### src/rtl/arbiter_response_router_pkg.sv
// Shared helpers for the arbiter response router.
// Width math used by the router and its index encoder.
package arbiter_response_router_pkg;

    localparam int unsigned DEF_SIZE       = 4;
    localparam int unsigned DEF_DEPTH      = 8;
    localparam int unsigned DEF_DATA_WIDTH = 32;

    function automatic int clog2(input int n);
        int r;
        r = 0;
        while ((1 << r) < n) r++;
        return r;
    endfunction

endpackage

### src/rtl/arbiter_response_router_onehot_to_binary.sv
// One-hot to binary index encoder.
// valid_onehot is high only when exactly one bit is set.
import arbiter_response_router_pkg::*;

module onehot_to_binary #(
    parameter int SIZE = DEF_SIZE
) (
    input  logic [SIZE-1:0]        onehot,
    output logic [clog2(SIZE)-1:0] index,
    output logic                   valid_onehot
);

    localparam int IDX_W = clog2(SIZE);

    always_comb begin
        index = '0;
        for (int i = 0; i < SIZE; i++) begin
            if (onehot[i]) index = index | IDX_W'(i);
        end
    end

    assign valid_onehot = (onehot != '0) &&
                          ((onehot & (onehot - SIZE'(1))) == '0);

endmodule

### src/rtl/arbiter_response_router.sv
// Routes shared responses back to granted channels in grant order.
// Grant order is held in an inline circular queue of channel indices.
import arbiter_response_router_pkg::*;

module arbiter_response_router #(
    parameter int SIZE       = DEF_SIZE,
    parameter int DEPTH      = DEF_DEPTH,
    parameter int DATA_WIDTH = DEF_DATA_WIDTH
) (
    input  logic                  clock,
    input  logic                  reset,
    input  logic [SIZE-1:0]       grant,
    input  logic                  grant_valid,
    output logic                  grant_ready,
    input  logic                  response_valid,
    output logic                  response_ready,
    input  logic [DATA_WIDTH-1:0] response_data,
    output logic [SIZE-1:0]       channel_response_valid,
    input  logic [SIZE-1:0]       channel_response_ready,
    output logic [DATA_WIDTH-1:0] channel_response_data,
    output logic                  full,
    output logic                  empty,
    output logic                  grant_error,
    output logic                  response_error
);

    localparam int IDX_W = clog2(SIZE);
    localparam int PTR_W = clog2(DEPTH);
    localparam int CNT_W = clog2(DEPTH + 1);

    logic [IDX_W-1:0] queue_q [DEPTH];
    logic [IDX_W-1:0] queue_d [DEPTH];
    logic [PTR_W-1:0] wr_ptr_q, wr_ptr_d;
    logic [PTR_W-1:0] rd_ptr_q, rd_ptr_d;
    logic [CNT_W-1:0] count_q, count_d;
    logic             full_q, full_d;
    logic             empty_q, empty_d;
    logic             grant_error_q, grant_error_d;
    logic             response_error_q, response_error_d;

    logic [IDX_W-1:0] grant_idx;
    logic             grant_onehot;
    logic [IDX_W-1:0] head;
    logic             push;
    logic             pop;

    onehot_to_binary #(.SIZE(SIZE)) u_enc (
        .onehot       (grant),
        .index        (grant_idx),
        .valid_onehot (grant_onehot)
    );

    function automatic logic [PTR_W-1:0] ptr_inc(input logic [PTR_W-1:0] p);
        return (p == PTR_W'(DEPTH - 1)) ? '0 : p + PTR_W'(1);
    endfunction

    // Push is gated only by registered full, so no response-to-grant path
    assign grant_ready = !full_q;
    assign push        = grant_valid && grant_ready && grant_onehot;
    assign head        = queue_q[rd_ptr_q];

    assign response_ready = !empty_q && channel_response_ready[head];
    assign pop            = response_valid && response_ready;

    assign channel_response_data = response_data;

    always_comb begin
        channel_response_valid = '0;
        if (response_valid && !empty_q) channel_response_valid[head] = 1'b1;
    end

    always_comb begin
        queue_d  = queue_q;
        wr_ptr_d = wr_ptr_q;
        rd_ptr_d = rd_ptr_q;
        count_d  = count_q;
        if (push) begin
            queue_d[wr_ptr_q] = grant_idx;
            wr_ptr_d          = ptr_inc(wr_ptr_q);
        end
        if (pop) rd_ptr_d = ptr_inc(rd_ptr_q);
        unique case ({push, pop})
            2'b10:   count_d = count_q + CNT_W'(1);
            2'b01:   count_d = count_q - CNT_W'(1);
            default: count_d = count_q;
        endcase
        full_d           = (count_d == CNT_W'(DEPTH));
        empty_d          = (count_d == '0);
        grant_error_d    = grant_valid && !grant_onehot;
        response_error_d = response_valid && empty_q;
    end

    always_ff @(posedge clock or posedge reset) begin
        if (reset) begin
            for (int i = 0; i < DEPTH; i++) queue_q[i] <= '0;
            wr_ptr_q         <= '0;
            rd_ptr_q         <= '0;
            count_q          <= '0;
            full_q           <= 1'b0;
            empty_q          <= 1'b1;
            grant_error_q    <= 1'b0;
            response_error_q <= 1'b0;
        end else begin
            queue_q          <= queue_d;
            wr_ptr_q         <= wr_ptr_d;
            rd_ptr_q         <= rd_ptr_d;
            count_q          <= count_d;
            full_q           <= full_d;
            empty_q          <= empty_d;
            grant_error_q    <= grant_error_d;
            response_error_q <= response_error_d;
        end
    end

    assign full           = full_q;
    assign empty          = empty_q;
    assign grant_error    = grant_error_q;
    assign response_error = response_error_q;

endmodule

### config.mk
export PLATFORM = sky130hd
export DESIGN_NAME = arbiter_response_router
export DESIGN_NICKNAME = d
export VERILOG_FILES = /design/src/rtl/arbiter_response_router_pkg.sv /design/src/rtl/arbiter_response_router_onehot_to_binary.sv /design/src/rtl/arbiter_response_router.sv
export SDC_FILE = /design/constraint.sdc
export NUM_CORES = 1
export LEC_CHECK = 0
export CELL_PAD_IN_SITES_DETAIL_PLACEMENT = 0
export CELL_PAD_IN_SITES_GLOBAL_PLACEMENT = 1
export CORE_ASPECT_RATIO = 1.4
export CORE_UTILIZATION = 33
export CTS_CLUSTER_DIAMETER = 40
export CTS_CLUSTER_SIZE = 8
export DETAILED_ROUTE_END_ITERATION = 10
export PLACE_DENSITY_LB_ADDON = 0.12
export SYNTH_ARGS = -nofsm -noshare
export SYNTH_HDL_FRONTEND = slang
export SYNTH_SLANG_ARGS = --single-unit
export TNS_END_PERCENT = 20
### constraint.sdc
create_clock -name clock -period 9.6 [get_ports clock]
set_input_delay 1.44 -clock clock [delete_from_list [all_inputs] [get_ports clock]]
set_output_delay 1.44 -clock clock [all_outputs]
set_load 0.05 [all_outputs]
======== After elaboration in Yosys (flattened, before gate mapping) ========
Cells that the tools add are included.
cells by class
  $lt $le $gt $ge ......................... 5
  shifts and indexed selects .............. 0
  mux-type cells .......................... 17
  $mul .................................... 0
  reduce and logical (&&, ||, !) cells .... 16
  equality and inequality tests ........... 5
  bitwise gates (word level) .............. 3
  $add $sub $neg .......................... 5
  div/mod/pow operators ................... 0
operators with widths
  cell                   count
  $bwmux W16             1
  $logic_and A1 B1 Y1    10
  $mux W2                5
  $ge A4 B4 Y1 const B   2
  $logic_not A4 Y1       2
  $not A3 Y4             2
  $pmux W4 S2            1
  $sub A4 B1 Y4 const B  2
  $add A3 B1 Y3 const B  2
  $bmux W2 S3            1
  $demux W2 S3           1
  $eq A3 B3 Y1 const B   2
  $mux W3                2
  $add A4 B1 Y4 const B  1
  $and A4 B4 Y4          1
  $eq A4 B4 Y1 const B   1
  $lt A4 B1 Y1 const B   1
  $mux W4                1
  $reduce_bool A4 Y1     1
  $logic_not A1 Y1       3
  $lt A2 B3 Y1 const B   1
  $mux W1                3
  $bmux W1 S2            1
  $demux W1 S2           1
  3 further kinds        3
word-level totals
  memories ................................ 0
  latch bits .............................. 0
  input port bits ......................... 44
  bits in registers ....................... 30
  word-level logic and storage cells ...... 66
  memory bits (writable) .................. 0
  bits in read-only memories .............. 0

======== Longest topological paths before layout ========
  depth after elaboration ................. 11
  depth in mapped cells ................... 13
  depth with buffers taken out ............ 12

======== Modules after synthesis ========
From an unflattened synthesis, not the netlist that was laid out.
second synthesis, totals
  cells, all modules ...................... 160
  area total of the unflattened synthesis .. 1833.0 sq um
by module, submodules not included
  module                   cells each  instances  area each (sq um)  seq. area each (sq um)
  arbiter_response_router  154         1          1783.0             752.0
  onehot_to_binary         6           1          50.0               0.0

======== Least setup slack after synthesis ========
Ideal clock, no wire load.
  path type ............................... input-to-output
  start ................................... in response_valid
  end ..................................... out channel_response_valid[1]
  stages .................................. 3
  data required time ...................... 8.160 ns
  buffers on the path ..................... 0
  slack ................................... 5.701 ns
  arrival ................................. 2.459 ns
  cells stage by stage .................... nor2b_1 > nand2_1 > nor2_1
on the way
  word-level cells in the longest chain between the ends .. 2
ends and longest elaborated chain
  element              RTL line                       source
  start: declaration   arbiter_response_router.sv:15  input logic response_valid,
  $logic_and A1 B1 Y1  arbiter_response_router.sv:69  if (response_valid && !empty_q) channel_response_valid[head] = 1'b1;
  $mux W4              arbiter_response_router.sv:69
  end: declaration     arbiter_response_router.sv:18  output logic [SIZE-1:0] channel_response_valid,
No other way between the ends.

======== Worst setup path in the final report ========
  start ................................... in response_valid
  end ..................................... out channel_response_valid[3]
Same word-level chain as after synthesis.

==> reports/qor_table.md <==
| Step | Parameter | Value |
|:---|:---|:---|
| floorplan | Total Die Area | 5960 sq um |
| pwr | Total leakage power | 0.876 nW |
| sta | Worst hold margin | 0.480 ns |
| sta | Clock tree skew after final layout | 0.00392 ns |
| synth | Net count after synthesis | 217 |
| place | Post-DP HPWL | 2.65 mm |
| clock network | CTS HTree Levels | 2 |
| outcome | Status | finished, final reports clean |
| sta | Fin Setup TNS | 0 ns |
| synth | Cell count after synthesis | 165 |
| critical path | Levels on crit path | 5 |
| synth | Average instance area after synthesis | 11.3 sq um |
| finish | Area added between synthesis and finish | 5.91% |
| critical path | Nature of the critical path endpoint | primary output |
| place | Port Buf Inserts | 21 |
| pwr | Tot Pwr | 0.682 mW |
| detailed routing | Post-route DRC | 0 |
| clock network | Worst-path clk slew | 0.06 ns |
| sta | Final min period | 4.69 ns |
| sta | Tightest slew margin relative to the limit | 57.3% |
| place | Cells after DPL | 217 |
| clock network | TritonCTS clock tree | yes |
| sta | Worst-Margin Slew | 0.632 ns |
| run | Maximum Capacitance Violations | 0 |
| global routing | Wire length of the first global-routing pass | 5.82 mm |
| critical path | Maximum cell stage delay along the critical path | 0.81 ns |
| synth | List of most frequent post-synthesis cells | buf_4, dfrtp_1, mux2_1, nand2_1, mux2_2 |
| critical path | R2r endpoint | empty |
| pwr | Share of power burned in the clock network | 14.4% |
| synth | Number of synthesized register bits | 30 |
| floorplan | Width of the die | 65.5 um |
| global routing | Maximum number of pins on one net before global-route repair | 31 |
| sta | Final count of pins violating max slew | 0 |
| global routing | Gr ovfl total | 0 |
| place | Area post-placement | 1890 sq um |
| finish | Final cell utilization of the core | 36.0% |
| clock network | Quantity of gates resized following cts | 0 |
| clock network | CTS Hold Bufs | 0 |
| critical path | Last element of the critical path | channel_response_valid[3] |
| critical path | Required time of the worst setup path | 8.16 ns |
| detailed routing | 1st-pass router iterations | 4 |
| clock network | CTS Buf Count | 5 |
| finish | Design area | 1970 sq um |
| floorplan | Core ar. | 5490 sq um |
| clock network | Bufs on Longest Clock Path | 2 |
| min path | Hold depth | 1 |
| synth | Post-synthesis cell area | 1860 sq um |
| place | Routability congestion estimate from global placement | 0.679 |
| clock network | Number of clock sinks | 30 |
| sta | Min setup slack post-route | 4.91 ns |
| critical path | Setup CP Type | in -> out |
| finish | Finished Layout Cells | 223 |
| floorplan | Std-Cell Rows | 32 |
| synth | Cell type with the highest aggregate area in the netlist | dfrtp_1 |
| global routing | Overall global routing resource usage | 13.0% |
| critical path | Setup crit start kind | input pin |
| pwr | Power per Cell Area | 345 nW/um^2 |
| critical path | CP top delay family | buffers and inverters |
| detailed routing | Number of violations reported at the end of detailed-routing iteration 0 | 31 |
| finish | # diodes | 0 |
| synth | Share of synthesized area occupied by flip-flops and latches | 40.3% |
| critical path | Crit path launch | response_valid |
| sta | Share of the clock period used by the worst path after layout | 48.9% |
| synth | Dominant register cell in the synthesized netlist | dfrtp_1 |
| sta | Max frequency | 0.213 GHz |
| floorplan | Number of primary I/O pins | 86 |
| floorplan | Initial standard-cell utilization of the core | 34.0% |
| pwr | Switch share | 40.4% |
| pwr | P_int | 0.406 mW |
| critical path | CP max FO | 3 |
| clock network | Root buffer cell | clkbuf_8 |
| finish | Post-layout nets | 208 |
| synth | Area fraction of the dominant cell type after synthesis | 38.9% |
| global routing | Number of global-route vias before repair | 1,181 |
| critical path | Internal reg-to-reg setup slack | 5.88 ns |
| critical path | Master of the slowest instance on the critical path | clkdlybuf4s50_1 |
| global routing | Initial antenna violation count | 0 |
| critical path | Depth of the worst register-to-register path | 12 |
| synth | Count of cell types in the netlist | 41 |
| min path | Class of the most critical hold timing path | reg -> reg |
| critical path | Reg-to-Reg Start | rd_ptr_q[0] |
| synth | Async set-or-reset flop fraction in the synthesized netlist | 100% |
| synth | Main area contributors after synthesis | dfrtp_1, buf_4, mux2_1 |
| pwr | VDD IR max | 146 uV |
| pwr | Fraction of power consumed by sequential logic | 34.3% |
| detailed routing | Vias per cell | 5.01 |
| synth | Number of synthesized flops with an enable pin | 0 |
| detailed routing | Post-DR wirelength/cell | 15.3 um |
| detailed routing | Vias | 1,118 |
| sta | Setup violations, final | 0 |
| detailed routing | Routed Wire Length | 3.41 mm |
| clock network | Count of buffers added by post-CTS timing repair for setup | 0 |
| detailed routing | Number of nets still failing antenna checks after routing | 0 |
| critical path | Library cell appearing most often on the critical path | clkdlybuf4s50_1 |
| sta | Final Hold Violating Endpoints | 0 |
| critical path | Arrival @ worst endpoint | 3.25 ns |
| critical path | Critical-path cell list | clkdlybuf4s50_1 -> nor2b_1 -> nand2_1 -> nor2_1 -> clkdlybuf4s50_1 |
| critical path | Number of buffers and inverters on the critical path | 2 |
| place | Worst Setup Slack post-DPL | 4.90 ns |
| synth | Warning count from the yosys run | 0 |
| sta | RSZ-0062 raised after global routing | false |
| floorplan | Die span in y | 90.9 um |
| clock network | Clock latency at the later pin of the worst-skew pair | 0.27 ns |
| finish | Share of layout cells above drive strength 1 | 18.1% |
| synth | Most repeated cell in the gate-level netlist after synthesis | buf_4 |
| pwr | Share of power burned in combinational logic | 51.3% |
| pwr | Switching power total | 0.276 mW |
registers in the layout, indices dropped and copies added, names as in the netlist:
signal / cells
full: 1
empty: 1
grant_error: 1
response_error: 1
queue_q: 16
rd_ptr_q: 3
count_q: 4
wr_ptr_q: 3
power groups by stage:
| stage | logic (mW) | registers, mW | clock network (mW) |
|---|---|---|---|
| after floorplan | 0.323 | 0.216 | 0 |
| after global placement | 0.344 | 0.235 | 0 |
| after detailed placement | 0.358 | 0.238 | 0 |
| after CTS | 0.358 | 0.236 | 0.103 |
| after global routing | 0.387 | 0.246 | 0.107 |
| final | 0.350 | 0.234 | 0.0981 |
worst min-delay path by stage:
stage	startpoint	to	slack, ns
2_1_floorplan	queue_q[11]	queue_q[11]	0.45
6_report	queue_q[6]	queue_q[6]	0.48
4_1_cts	queue_q[10]	queue_q[10]	0.48
3_3_place_gp	queue_q[6]	queue_q[6]	0.46
5_1_grt	queue_q[4]	queue_q[4]	0.51
3_5_place_dp	queue_q[10]	queue_q[10]	0.47
cells in the final DEF (no fill, tap or decap), drive strengths merged, types with 2 or more instances in the layout:
master,n
dfrtp,29
mux2,23
clkdlybuf4s50,21
nand2,11
inv,8
ha,7
nor2,6
clkbuf,6
o21ai,5
mux4,4
or2,2
xor2,2
nor3,2
nand4b,2
nor4b,2
nor2b,2
a21o,2
a21oi,2
xnor2,2
or3,2
and2,2
per-layer routing:
| layer | vias up | global-route usage, % | wire, um |
|---|---|---|---|
| li1 | 510 | - | - |
| met1 | 555 | 14.2 | 1320 |
| met2 | 41 | 22.3 | 1850 |
| met3 | 12 | 4.40 | 176 |
| met4 | 0 | 5.07 | 68 |
| met5 | - | 0 | 0 |
cell families (layout without fill, tap and decap cells):
logic type,Yosys count,after routing,synth area share (%)
xor gates and xnor gates,4,4,1.88
muxes,28,28,20.5
adders and majority gates,8,8,5.77
AOI/OAI and AO/OA,12,12,4.09
DFF,30,30,40.3
and+or+nand+nor,37,37,11.1
buffers and inverters,46,36,16.4
area by class of cell:
| type | count | area [sq um] |
|---|---|---|
| multi-input combinational | 89 | 807 |
| tap | 68 | 85.1 |
| timing repair buffer | 22 | 218 |
| clock buffer | 6 | 82.6 |
| sequential | 30 | 752 |
| inverter | 8 | 30.0 |
| fill | 538 | 3510 |
(Power assumes the default switching activity.)
